$ cat config.mk
export PLATFORM = sky130hd
export DESIGN_NAME = plot_port_arbiter
export DESIGN_NICKNAME = d
export VERILOG_FILES = /design/src/rtl/plot_arb_pkg.sv /design/src/rtl/plot_port_arbiter_rr_pick.sv /design/src/rtl/plot_port_arbiter.sv
export SDC_FILE = /design/constraint.sdc
export NUM_CORES = 1
export LEC_CHECK = 0
export BUFFER_PORTS_ARGS = -buffer_cell sky130_fd_sc_hd__buf_2
export CELL_PAD_IN_SITES_DETAIL_PLACEMENT = 2
export CELL_PAD_IN_SITES_GLOBAL_PLACEMENT = 2
export CORE_ASPECT_RATIO = 0.75
export CORE_MARGIN = 4
export CORE_UTILIZATION = 29
export DETAILED_ROUTE_END_ITERATION = 7
export HOLD_SLACK_MARGIN = 0.1
export PLACE_DENSITY_LB_ADDON = 0.1
export SYNTH_ARGS = -nofsm -noshare
export SYNTH_HDL_FRONTEND = slang
export SYNTH_SLANG_ARGS = --single-unit
$ cat constraint.sdc
create_clock -name clk -period 5.78 [get_ports clk]
set_input_delay 1.445 -clock clk [delete_from_list [all_inputs] [get_ports clk]]
set_output_delay 1.445 -clock clk [all_outputs]
set_load 0.005 [all_outputs]
$ cat src/rtl/plot_arb_pkg.sv
// Shared types and constants for the plot-port arbiter: FSM state, default
// widths, screen bounds and the packed-slice offset helper.
package plot_arb_pkg;

    typedef enum logic [1:0] {
        IDLE = 2'd0,
        HOLD = 2'd1,
        GAP  = 2'd2
    } arb_state_t;

    localparam int DEF_NREQ     = 4;
    localparam int DEF_X_W      = 8;
    localparam int DEF_Y_W      = 7;
    localparam int DEF_C_W      = 9;
    localparam int DEF_MAX_HOLD = 20000;

    localparam int SCREEN_X_MAX = 160;
    localparam int SCREEN_Y_MAX = 120;

    // Low bit of requester idx's field inside a packed per-requester bus.
    function automatic int slice_lo(input int idx, input int width);
        return idx * width;
    endfunction

endpackage

$ cat src/rtl/plot_port_arbiter_rr_pick.sv
// Combinational round-robin selector: picks the first requester at or after
// ptr, wrapping from N-1 back to 0.
module rr_pick #(
    parameter int N  = 4,
    parameter int PW = 2
) (
    input  logic [N-1:0]  req,
    input  logic [PW-1:0] ptr,
    output logic [N-1:0]  pick,
    output logic [PW-1:0] pick_idx,
    output logic          any_valid
);

    // Scan offsets from farthest to nearest so the nearest hit wins.
    always_comb begin
        pick     = '0;
        pick_idx = '0;
        for (int k = N - 1; k >= 0; k--) begin
            if (req[PW'((int'(ptr) + k) % N)]) begin
                pick     = N'(1) << ((int'(ptr) + k) % N);
                pick_idx = PW'((int'(ptr) + k) % N);
            end
        end
    end

    assign any_valid = |req;

endmodule

$ cat src/rtl/plot_port_arbiter.sv
// Round-robin, burst-locked arbiter sharing the vga_adapter plot port among
// NREQ renderers. Optional off-screen clipping is enabled by PLOT_CLIP_EN.
module plot_port_arbiter
    import plot_arb_pkg::*;
#(
    parameter int NREQ     = DEF_NREQ,
    parameter int X_W      = DEF_X_W,
    parameter int Y_W      = DEF_Y_W,
    parameter int C_W      = DEF_C_W,
    parameter int MAX_HOLD = DEF_MAX_HOLD,
    parameter int X_MAX    = SCREEN_X_MAX,
    parameter int Y_MAX    = SCREEN_Y_MAX
) (
    input  logic                clk,
    input  logic                resetn,
    input  logic [NREQ-1:0]     req,
    input  logic [NREQ-1:0]     px_valid,
    input  logic [NREQ-1:0]     px_last,
    input  logic [NREQ*X_W-1:0] x_in,
    input  logic [NREQ*Y_W-1:0] y_in,
    input  logic [NREQ*C_W-1:0] c_in,
    output logic [NREQ-1:0]     gnt,
    output logic [X_W-1:0]      x,
    output logic [Y_W-1:0]      y,
    output logic [C_W-1:0]      colour,
    output logic                plot,
    output logic                busy,
    output logic                timeout,
    output logic                clip_drop
);

    localparam int PW   = (NREQ > 1) ? $clog2(NREQ) : 1;
    localparam int HC_W = (MAX_HOLD > 1) ? $clog2(MAX_HOLD) : 1;
    localparam logic [HC_W-1:0] HOLD_LAST = HC_W'(MAX_HOLD - 1);

    arb_state_t      state_reg;
    logic [PW-1:0]   ptr_reg;
    logic [PW-1:0]   gnt_idx_reg;
    logic [HC_W-1:0] hold_cnt_reg;
    logic [NREQ-1:0] gnt_reg;
    logic [X_W-1:0]  x_reg;
    logic [Y_W-1:0]  y_reg;
    logic [C_W-1:0]  c_reg;
    logic            plot_reg;
    logic            busy_reg;
    logic            timeout_reg;
    logic            clip_reg;

    logic [X_W-1:0] x_arr [NREQ];
    logic [Y_W-1:0] y_arr [NREQ];
    logic [C_W-1:0] c_arr [NREQ];

    genvar gi;
    generate
        for (gi = 0; gi < NREQ; gi++) begin : g_slice
            assign x_arr[gi] = x_in[slice_lo(gi, X_W) +: X_W];
            assign y_arr[gi] = y_in[slice_lo(gi, Y_W) +: Y_W];
            assign c_arr[gi] = c_in[slice_lo(gi, C_W) +: C_W];
        end
    endgenerate

    logic [NREQ-1:0] pick;
    logic [PW-1:0]   pick_idx;
    logic            any_req;

    rr_pick #(.N(NREQ), .PW(PW)) u_pick (
        .req       (req),
        .ptr       (ptr_reg),
        .pick      (pick),
        .pick_idx  (pick_idx),
        .any_valid (any_req)
    );

    logic           sel_req;
    logic           sel_valid;
    logic           sel_last;
    logic [X_W-1:0] sel_x;
    logic [Y_W-1:0] sel_y;
    logic [C_W-1:0] sel_c;
    logic           px_take;
    logic           last_seen;
    logic           hold_expired;
    logic           burst_end;
    logic           px_in_range;

    assign sel_req   = req[gnt_idx_reg];
    assign sel_valid = px_valid[gnt_idx_reg];
    assign sel_last  = px_last[gnt_idx_reg];
    assign sel_x     = x_arr[gnt_idx_reg];
    assign sel_y     = y_arr[gnt_idx_reg];
    assign sel_c     = c_arr[gnt_idx_reg];

    // A pixel counts only while its owner still holds req high.
    assign px_take      = (state_reg == HOLD) && sel_req && sel_valid;
    assign last_seen    = sel_valid && sel_last;
    assign hold_expired = (hold_cnt_reg == HOLD_LAST);
    assign burst_end    = (state_reg == HOLD) && (last_seen || !sel_req || hold_expired);

`ifdef PLOT_CLIP_EN
    assign px_in_range = (int'(sel_x) < X_MAX) && (int'(sel_y) < Y_MAX);
`else
    assign px_in_range = 1'b1;
`endif

    always_ff @(posedge clk) begin
        if (!resetn) begin
            state_reg    <= IDLE;
            ptr_reg      <= '0;
            gnt_idx_reg  <= '0;
            hold_cnt_reg <= '0;
            gnt_reg      <= '0;
            x_reg        <= '0;
            y_reg        <= '0;
            c_reg        <= '0;
            plot_reg     <= 1'b0;
            busy_reg     <= 1'b0;
            timeout_reg  <= 1'b0;
            clip_reg     <= 1'b0;
        end else begin
            plot_reg    <= 1'b0;
            timeout_reg <= 1'b0;
            clip_reg    <= 1'b0;
            case (state_reg)
                IDLE: begin
                    if (any_req) begin
                        state_reg    <= HOLD;
                        gnt_reg      <= pick;
                        gnt_idx_reg  <= pick_idx;
                        hold_cnt_reg <= '0;
                        busy_reg     <= 1'b1;
                    end
                end
                HOLD: begin
                    hold_cnt_reg <= hold_cnt_reg + 1'b1;
                    if (px_take) begin
                        if (px_in_range) begin
                            plot_reg <= 1'b1;
                            x_reg    <= sel_x;
                            y_reg    <= sel_y;
                            c_reg    <= sel_c;
                        end else begin
                            clip_reg <= 1'b1;
                        end
                    end
                    if (burst_end) begin
                        state_reg   <= GAP;
                        gnt_reg     <= '0;
                        busy_reg    <= 1'b0;
                        ptr_reg     <= (gnt_idx_reg == PW'(NREQ - 1)) ? '0 : gnt_idx_reg + 1'b1;
                        // Forced release only when nothing else ended the burst.
                        timeout_reg <= hold_expired && sel_req && !last_seen;
                    end
                end
                GAP: begin
                    state_reg    <= IDLE;
                    hold_cnt_reg <= '0;
                end
                default: state_reg <= IDLE;
            endcase
        end
    end

    assign gnt       = gnt_reg;
    assign x         = x_reg;
    assign y         = y_reg;
    assign colour    = c_reg;
    assign plot      = plot_reg;
    assign busy      = busy_reg;
    assign timeout   = timeout_reg;
    assign clip_drop = clip_reg;

endmodule

# Yosys cells after proc, flatten, opt, wreduce, memory -nomap -nowiden
# Cells that the tools add are included.
[op_classes]
add_sub_neg = 5
multipliers = 0
div_mod_pow = 0
n_lt_le_gt_ge = 6
eq_ne = 6
shifts = 4
mux = 48
n_bitwise = 4
n_reduce_logical = 25
[op_table]
columns = ["cell", "n"]
rows = [
  ["$shl 1x32->4 const A", 3],
  ["$pmux 15 s3", 1],
  ["$mux 4", 6],
  ["$bmux 9 s2", 1],
  ["$mux 9", 2],
  ["$bmux 8 s2", 1],
  ["$lt 2x4->1 const B", 4],
  ["$mux 8", 2],
  ["$add 15x1->15 const B", 1],
  ["$eq 15x15->1 const B", 1],
  ["$mux 15", 1],
  ["$bmux 1 s2", 7],
  ["$bmux 7 s2", 1],
  ["$mux 1", 14],
  ["$mux 2", 7],
  ["$mux 7", 2],
  ["$reduce_and 2->1", 6],
  ["$pmux 4 s2", 1],
  ["$logic_and 1x1->1", 6],
  ["$reduce_and 3->1", 2],
  ["$reduce_or 2->1", 3],
  ["$add 2x1->2 const B", 2],
  ["$add 2x2->2 const B", 2],
  ["$eq 2x2->1 const B", 2],
  ["other kinds (15)", 20],
]
[word_totals]
reg_bits = 52
latchBits = 0
ram_bits = 0
rom_bits = 0
in_bits = 110
output_inout_bits = 32
word_cells = 109
n_memories = 0

# Logic depth before layout (Yosys ltp)
# Gate-level depths: netlist of the first run.
[depth]
word_depth = 10
ltp_mapped = 8
ltp_nobuf = 7

# Hierarchy
# Synthesis of the first run repeated with hierarchy kept, for this count alone.
[unflattened]
hier_cells = 354
hier_area_um2 = 3276.9
[by_module_without_submodules]
columns = ["mod", "instances", "cells_each", "area_each_um2", "seq_area_each_um2"]
rows = [
  ["plot_port_arbiter", 1, 292, 2778.9, 1041.0],
  ["rr_pick", 1, 62, 498.0, 0.0],
]

# Worst setup path before layout of the first run
# No wires, ideal clock.
[synth_path]
kind = "input port to flip-flop"
startpoint = "input req[3]"
endpoint = "register c_reg[0] (netlist: colour[0])"
setup_ns = 0.132
t_arrival_ns = 2.512
required_ns = 5.648
setup_slack_ns = 3.136
stages = 6
n_path_buf = 2
path_cell_list = "mux4_2 > and3_1 > buf_6 > buf_6 > nand2_1 > a21oi_1"
[synth_via]
elab_chain_cells = 5
[synth_rtl]
columns = ["item", "line_no", "rtl"]
rows = [
  ["from (decl)", "plot_port_arbiter.sv:16", "input logic [NREQ-1:0] req,"],
  ["$bmux 1 s2", "plot_port_arbiter.sv:86", "assign sel_req = req[gnt_idx_reg];"],
  ["$mux 1 (not written as such)", "plot_port_arbiter.sv:86", ""],
  ["$logic_and 1x1->1 (2 in series)", "plot_port_arbiter.sv:94", "assign px_take = (state_reg == HOLD) && sel_req && sel_valid;"],
  ["$reduce_and 2->1 (no line)", "--", ""],
  ["to (signal assigned)", "plot_port_arbiter.sv:140", "c_reg <= sel_c;"],
  ["to (decl)", "plot_port_arbiter.sv:43", "logic [C_W-1:0] c_reg;"],
]
# Every way passes these cells. The select of a mux whose other input is x is not followed.
# A chain may end at the register's enable or synchronous reset.

# Worst setup path after layout of the first run
[layout_path]
startpoint = "input req[2]"
endpoint = "register hold_cnt_reg[11]"
[layout_via]
elab_chain_cells = 3
[layout_rtl]
columns = ["item", "line_no", "rtl"]
rows = [
  ["$reduce_or 4->1", "plot_port_arbiter_rr_pick.sv:26", "assign any_valid = |req;"],
  ["$ne 2x2->1 (no line)", "--", ""],
  ["$reduce_and 2->1 (no line)", "--", ""],
  ["to (signal assigned)", "plot_port_arbiter.sv:134", "hold_cnt_reg <= hold_cnt_reg + 1'b1;"],
  ["to (decl)", "plot_port_arbiter.sv:39", "logic [HC_W-1:0] hold_cnt_reg;"],
]
# Every way passes these cells.

==> results.sh, run 1 <==
export IMPL_synth_avg_cell_area_sq_um=9.71
export IMPL_syn_num_nets=448
export IMPL_num_io_pins=142
export IMPL_synthArstFlopShare_pct=0
export IMPL_setup_viol=0
export IMPL_worstPathRequired_ns=5.99
export IMPL_insertion_delay_ns=0.30
export IMPL_htree_levels=2
export IMPL_path_delay_family="simple AND/OR/NAND/NOR gates"
export IMPL_p_per_area_nw_per_um2=290
export IMPL_cts_made_buffers=5
export IMPL_maxClockFrequency_mhz=343
export IMPL_clock_root_buffer="clkbuf_16"
export IMPL_fin_crit_sh_pct=50.4
export IMPL_critPathLaunchType="primary input"
export IMPL_row_count=32
export IMPL_firstDrtPassIters=4
export IMPL_cts_tree="built"
export IMPL_multi_input_area_sq_um=2000
export IMPL_antenna_found_initial=1
export IMPL_critPathMaxStageDelay_ns=0.62
export IMPL_rsz0062_at_grt="false"
export IMPL_vias=3089
export IMPL_cts_resized=0
export IMPL_cap_violations=0
export IMPL_power_frac_comb_pct=36.0
export IMPL_crit_buf_inv=1
export IMPL_period_needed_ns=2.91
export IMPL_power_switching_mw=0.388
export IMPL_crit_chain="buf_2 > nor4_1 > a21o_1 > and2_1 > o21ai_1 > a21oi_1"
export IMPL_synth_seq_cells=52
export IMPL_drive_gt1_share_pct=41.4
export IMPL_cts_clk_slew_worst_paths_ns=0.07
export IMPL_initial_core_util_pct=30.4
export IMPL_fp_dieH_um=98.8
export IMPL_n_fill_cell=1190
export IMPL_synthToLayoutAreaGrowth_pct=29.4
export IMPL_hold_viol=0
export IMPL_synth_mux_area_share_pct=23.3
export IMPL_largest_register_ffs=15
export IMPL_grt_pass1_vias=3366
export IMPL_synth_area_leaders="dfxtp_1 (33%), mux4_2 (22%), nand2_1 (7.2%)"
export IMPL_gp_congestion=0.747
export IMPL_grt_usage_pct=17.7
export IMPL_synthSimpleGateAreaFrac_pct=19.3
export IMPL_synth_xor_area_share_pct=0
export IMPL_worstPathArrival_ns=3.13
export IMPL_ant_nets=0
export IMPL_p_leak_nw=1.73
export IMPL_synth_top_area_share_pct=32.7
export IMPL_tns_ns=0
export IMPL_drcViolationCount=0
export IMPL_yosys_warnings=0
export IMPL_critical_path_max_fanout=8
export IMPL_outcome="finished, final reports clean"
export IMPL_slew_headroom_pct=29.9
export IMPL_critical_path_endpoint_type="flip-flop"
export IMPL_design_core_area_sq_um=10500
export IMPL_hold_class="reg2reg"
export IMPL_p_total_mw=1.19
export IMPL_worst_slew_pin_slew_ns=1.05
export IMPL_synth_top_family_by_area="multiplexers"
export IMPL_fin_ws_ns=2.87
export IMPL_vias_per_cell=5.18
export IMPL_synth_yosys_seq_area_share_pct=32.7
export IMPL_wire_per_inst_um=18.8
export IMPL_num_nets_final=578
export IMPL_synthCells=328
export IMPL_p_clk_share_pct=28.9
export IMPL_synthDistinctLibCells=48
export IMPL_slew_violations=0
export IMPL_finish_utilization_pct=39.3
export IMPL_dominantRegCellSynth="dfxtp_1"
export IMPL_yosys_area_top_type="dfxtp_1"
export IMPL_critPathSlowestCell="nor4_1"
export IMPL_dp_slack_ns=2.61
export IMPL_p_int_mw=0.805
export IMPL_synthAdderAreaFrac_pct=3.93
export IMPL_critPathKind="in2reg"
export IMPL_synth_compound_area_share_pct=16.1
export IMPL_irDropWorstVdd_uv=125
export IMPL_power_frac_seq_pct=35.1
export IMPL_drt_iter0_markers=127
export IMPL_grt_pass1_wl_um=17900
export IMPL_syn_area_sq_um=3180
export IMPL_dp_hpwl_um=8660
export IMPL_grt_ovfl_total=0
export IMPL_cts_buffer_depth=2
export IMPL_die_width_um=129
export IMPL_drt_total_wl_um=11200
export IMPL_finClkSkew_ns=0.00568
export IMPL_grt_max_degree=30
export IMPL_switching_share_pct=32.5
export IMPL_dieArea_sq_um=12700
export IMPL_seqCellArea_sq_um=1040
export IMPL_synth_edf_count=0
export IMPL_cts_num_sinks=52
export IMPL_port_buffers=140
export IMPL_postCtsSetupRepairBufs=0
export IMPL_cts_hold_buffers_added=0
-- cells by family after synthesis --
group                      count (synthesis)
buffers and inverters                     25
other                                      1
and+or+nand+nor                          124
AOI/OAI and AO/OA                         81
adders and majority gates                 10
DFF                                       52
muxes                                     35
-- power by group through the flow --
| stage | registers, mW | logic (mW) | clock network [mW] |
|---|---|---|---|
| finish | 0.419 | 0.430 | 0.345 |
| global route | 0.424 | 0.477 | 0.370 |
| detailed placement | 0.427 | 0.439 | 0 |
| CTS | 0.419 | 0.441 | 0.357 |
| global placement | 0.425 | 0.427 | 0 |
| floorplan | 0.422 | 0.314 | 0 |
-- Yosys cell counts, types with 2 or more instances --
cell type	number
a211oi_1	5
a21o_1	5
a21oi_1	35
a22oi_1	4
a311oi_1	4
a31oi_1	4
a41oi_1	2
and2_1	5
and3_1	4
buf_2	4
buf_4	2
buf_6	5
clkbuf_1	9
dfxtp_1	52
ha_1	10
inv_1	4
mux2_1	2
mux2i_1	2
mux4_2	31
nand2_1	61
nand2b_1	3
nand3_1	8
nand3b_1	3
nand4_1	3
nor2_1	18
nor3_1	2
nor3_2	3
nor4_1	2
o211a_1	2
o21a_1	2
o21ai_0	2
o21ai_1	8
o22ai_1	4
o31ai_1	2
or3_1	3
-- final cells by class --
type | instances | share of cell area (%)
sequential | 52 | 25.3
clock inverter | 2 | 0.850
multi-input combinational | 251 | 48.5
tap | 136 | 4.13
clock buffer | 6 | 3.13
inverter | 5 | 0.456
timing repair buffer | 143 | 17.6
antenna | 1 | 0.0607
-- cell usage in the layout (no fill, tap or decap), types with 3 or more instances in the layout --
cell type / netlist / routed
clkbuf_16: 0 / 5
o22ai_1: 4 / 4
nand2b_1: 3 / 3
o21ai_1: 8 / 8
a31oi_1: 4 / 4
inv_1: 4 / 4
or3_1: 3 / 3
a22oi_1: 4 / 4
and3_1: 4 / 4
ha_1: 10 / 10
dfxtp_1: 52 / 51
nor2_1: 18 / 18
nand3_1: 8 / 8
mux4_2: 31 / 31
nand2_1: 61 / 61
buf_4: 2 / 3
nand3b_1: 3 / 3
nand4_1: 3 / 3
a311oi_1: 4 / 4
buf_2: 4 / 140
a21o_1: 5 / 5
and2_1: 5 / 5
a211oi_1: 5 / 5
nor3_2: 3 / 3
a21oi_1: 35 / 35
-- metrics by stage --
stage / cells / cell area (sq um) / hold WS [ns]
floorplan: 328 / 3180 / 0.445
global placement: 587 / 3950 / 0.434
detailed placement: 587 / 3950 / 0.443
CTS: 595 / 4120 / 0.460
global route: 596 / 4120 / 0.476
finish: 596 / 4120 / 0.450
-- metal layers --
metal | GRT usage (%) | part of all wire [%] | wire (um)
met1 | 21.5 | 42 | 4690
met2 | 31.3 | 51 | 5730
met3 | 3.85 | 5.3 | 595
met4 | 5.08 | 1.6 | 178
met5 | 0 | 0 | 0
-- final timing paths --
kind	cells after the start	end	slack [ns]	from
max	6	hold_cnt_reg[11]$_SDFFE_PN0P_	2.87	req[2]
min	1	gnt[2]$_SDFFE_PN0P_	0.45	gnt[2]$_SDFFE_PN0P_
min reg2reg	1	gnt[2]$_SDFFE_PN0P_	0.45	gnt[2]$_SDFFE_PN0P_
max reg2reg	7	gnt[3]$_SDFFE_PN0P_	3.08	ptr_reg[0]$_SDFFE_PN0P_
(Power assumes the default switching activity.)
==> run 2, diff against run 1 <==
Settings changed: CORE_UTILIZATION 29 to 25.
Clock period 5.78 ns to 2.4 ns, I/O delays scaled along.
==> run 2 against run 1 <==
Against the previous run:
- final area grew 3.3%
- sequential cell count is the same
- critical endpoint is now gnt[2]$_SDFFE_PN0P_
- sequential power up 140%
- non-clock buffer count grew 11
- count of clock-buffer cells in the layout is 1 lower
==> results.sh, run 2 (synthesis results as in run 1) <==
export IMPL_crit_chain="inv_1 > ha_1 > mux4_2 > nor2b_4 > a22oi_1 > a211oi_1 > a21o_1"
export IMPL_power_frac_seq_pct=34.3
export IMPL_p_int_mw=1.98
export IMPL_drcViolationCount=0
export IMPL_grt_pass1_wl_um=18400
export IMPL_multi_input_area_sq_um=2000
export IMPL_cts_buffer_depth=2
export IMPL_critPathKind="reg2reg"
export IMPL_hold_class="reg2reg"
export IMPL_cts_tree="built"
export IMPL_fin_hold_ws_ns=0.453
export IMPL_dp_slack_ns=0.244
export IMPL_power_frac_comb_pct=37.4
export IMPL_p_leak_nw=1.79
export IMPL_seqCellArea_sq_um=1040
export IMPL_switching_share_pct=32.6
export IMPL_drt_iter0_markers=152
export IMPL_critical_path_max_fanout=6
export IMPL_dp_hpwl_um=9260
export IMPL_row_count=35
export IMPL_cts_resized=0
export IMPL_grt_ovfl_total=0
export IMPL_hold_viol=0
export IMPL_n_fill_cell=1386
export IMPL_maxClockFrequency_mhz=481
export IMPL_vias_per_cell=4.95
export IMPL_slew_headroom_pct=51.5
export IMPL_clock_root_buffer="clkbuf_16"
export IMPL_p_per_area_nw_per_um2=691
export IMPL_num_nets_final=589
export IMPL_worstPathRequired_ns=2.59
export IMPL_wire_per_inst_um=18.1
export IMPL_worst_slew_pin_slew_ns=0.727
export IMPL_postCtsSetupRepairBufs=0
export IMPL_drive_gt1_share_pct=43.0
export IMPL_vias=3154
export IMPL_slew_violations=0
export IMPL_drt_total_wl_um=11500
export IMPL_grt_usage_pct=15.6
export IMPL_largest_register_ffs=15
export IMPL_stdcell_area_sq_um=4260
export IMPL_initial_core_util_pct=25.7
export IMPL_fin_ws_ns=0.321
export IMPL_grt_max_degree=26
export IMPL_insertion_delay_ns=0.30
export IMPL_period_needed_ns=2.08
export IMPL_power_switching_mw=0.960
export IMPL_setup_viol=0
export IMPL_cts_hold_buffers_added=0
export IMPL_rsz0062_at_grt="false"
export IMPL_irDropWorstVdd_uv=268
export IMPL_cap_violations=0
export IMPL_p_clk_share_pct=28.3
export IMPL_ant_nets=0
export IMPL_cts_num_sinks=52
export IMPL_design_core_area_sq_um=12400
export IMPL_htree_levels=2
export IMPL_finish_utilization_pct=34.3
export IMPL_antenna_found_initial=1
export IMPL_tns_ns=0
export IMPL_gp_congestion=0.738
export IMPL_cts_made_buffers=5
export IMPL_critPathLaunchType="flip-flop"
export IMPL_fp_dieH_um=106
export IMPL_critPathMaxStageDelay_ns=0.53
export IMPL_port_buffers=140
export IMPL_outcome="finished, final reports clean"
export IMPL_layout_common_cells="buf_2 (140), nand2_1 (61), dfxtp_1 (51), a21oi_1 (35), mux4_2 (31)"
export IMPL_critical_path_endpoint_type="flip-flop"
export IMPL_die_width_um=138
export IMPL_synthToLayoutAreaGrowth_pct=33.7
export IMPL_cts_clk_slew_worst_paths_ns=0.07
export IMPL_critPathSlowestCell="mux4_2"
export IMPL_finClkSkew_ns=0.0102
export IMPL_dieArea_sq_um=14600
export IMPL_fin_crit_sh_pct=86.6
export IMPL_worstPathArrival_ns=2.27
export IMPL_layout_commonest_cell="buf_2"
export IMPL_num_io_pins=142
export IMPL_grt_pass1_vias=3489
export IMPL_firstDrtPassIters=4
export IMPL_place_area_sq_um=4090
## run 2: cell count changes in the layout (fill, tap and decap cells not counted), sizes merged
| cell | previous run | this run |
|---|---|---|
| buf | 143 | 154 |
| clkinvlp | 0 | 1 |
| clkbuf | 6 | 5 |
## run 2: final timing paths
check                           cells after the start  slack, ns                   to                     from
worst max-delay path                                7       0.32  gnt[2]$_SDFFE_PN0P_  ptr_reg[0]$_SDFFE_PN0P_
worst max register to register                      7       0.32  gnt[2]$_SDFFE_PN0P_  ptr_reg[0]$_SDFFE_PN0P_
worst min-delay path                                2       0.45    x[7]$_SDFFE_PN0P_        x[7]$_SDFFE_PN0P_
worst min register to register                      2       0.45    x[7]$_SDFFE_PN0P_        x[7]$_SDFFE_PN0P_
## run 2: through the flow
step           total power, mW  std cells
6_report                  2.94        637
5_1_grt                   3.14        637
4_1_cts                   3.01        636
3_5_place_dp              2.16        628
3_3_place_gp              2.13        628
2_1_floorplan             1.77        328
## run 2: metal layers
layer	track usage [%]	wire [um]	vias up
li1	-	-	1511
met1	19.5	5050	1562
met2	27.5	5840	66
met3	2.99	434	15
met4	4.44	197	0
met5	0	0	-
## run 2: critical path, delay by kind of cell, from the launching register on
kind / cells / cell delay, ns
compound gates: 3 / 0.43
fa+ha+maj: 1 / 0.41
buf+inv: 1 / 0.11
flops: 1 / 0.34
mux: 1 / 0.53
simple gates: 1 / 0.15
## run 2: power groups by stage
| stage | Sequential, mW | Combinational, mW | Clock (mW) |
|---|---|---|---|
| after floorplan | 1.02 | 0.756 | 0 |
| after global placement | 1.03 | 1.10 | 0 |
| after global routing | 1.02 | 1.22 | 0.894 |
| after CTS | 1.01 | 1.13 | 0.866 |
| after detailed placement | 1.03 | 1.13 | 0 |
| final | 1.01 | 1.10 | 0.833 |
## run 2: layout make-up
class,instances,share of cell area (%)
sequential,52,24.5
inverter,5,0.441
antenna,1,0.0588
clock buffer,5,2.94
clock inverter,3,0.999
multi-input combinational,251,47.0
timing repair buffer,154,19.2
tap,166,4.88
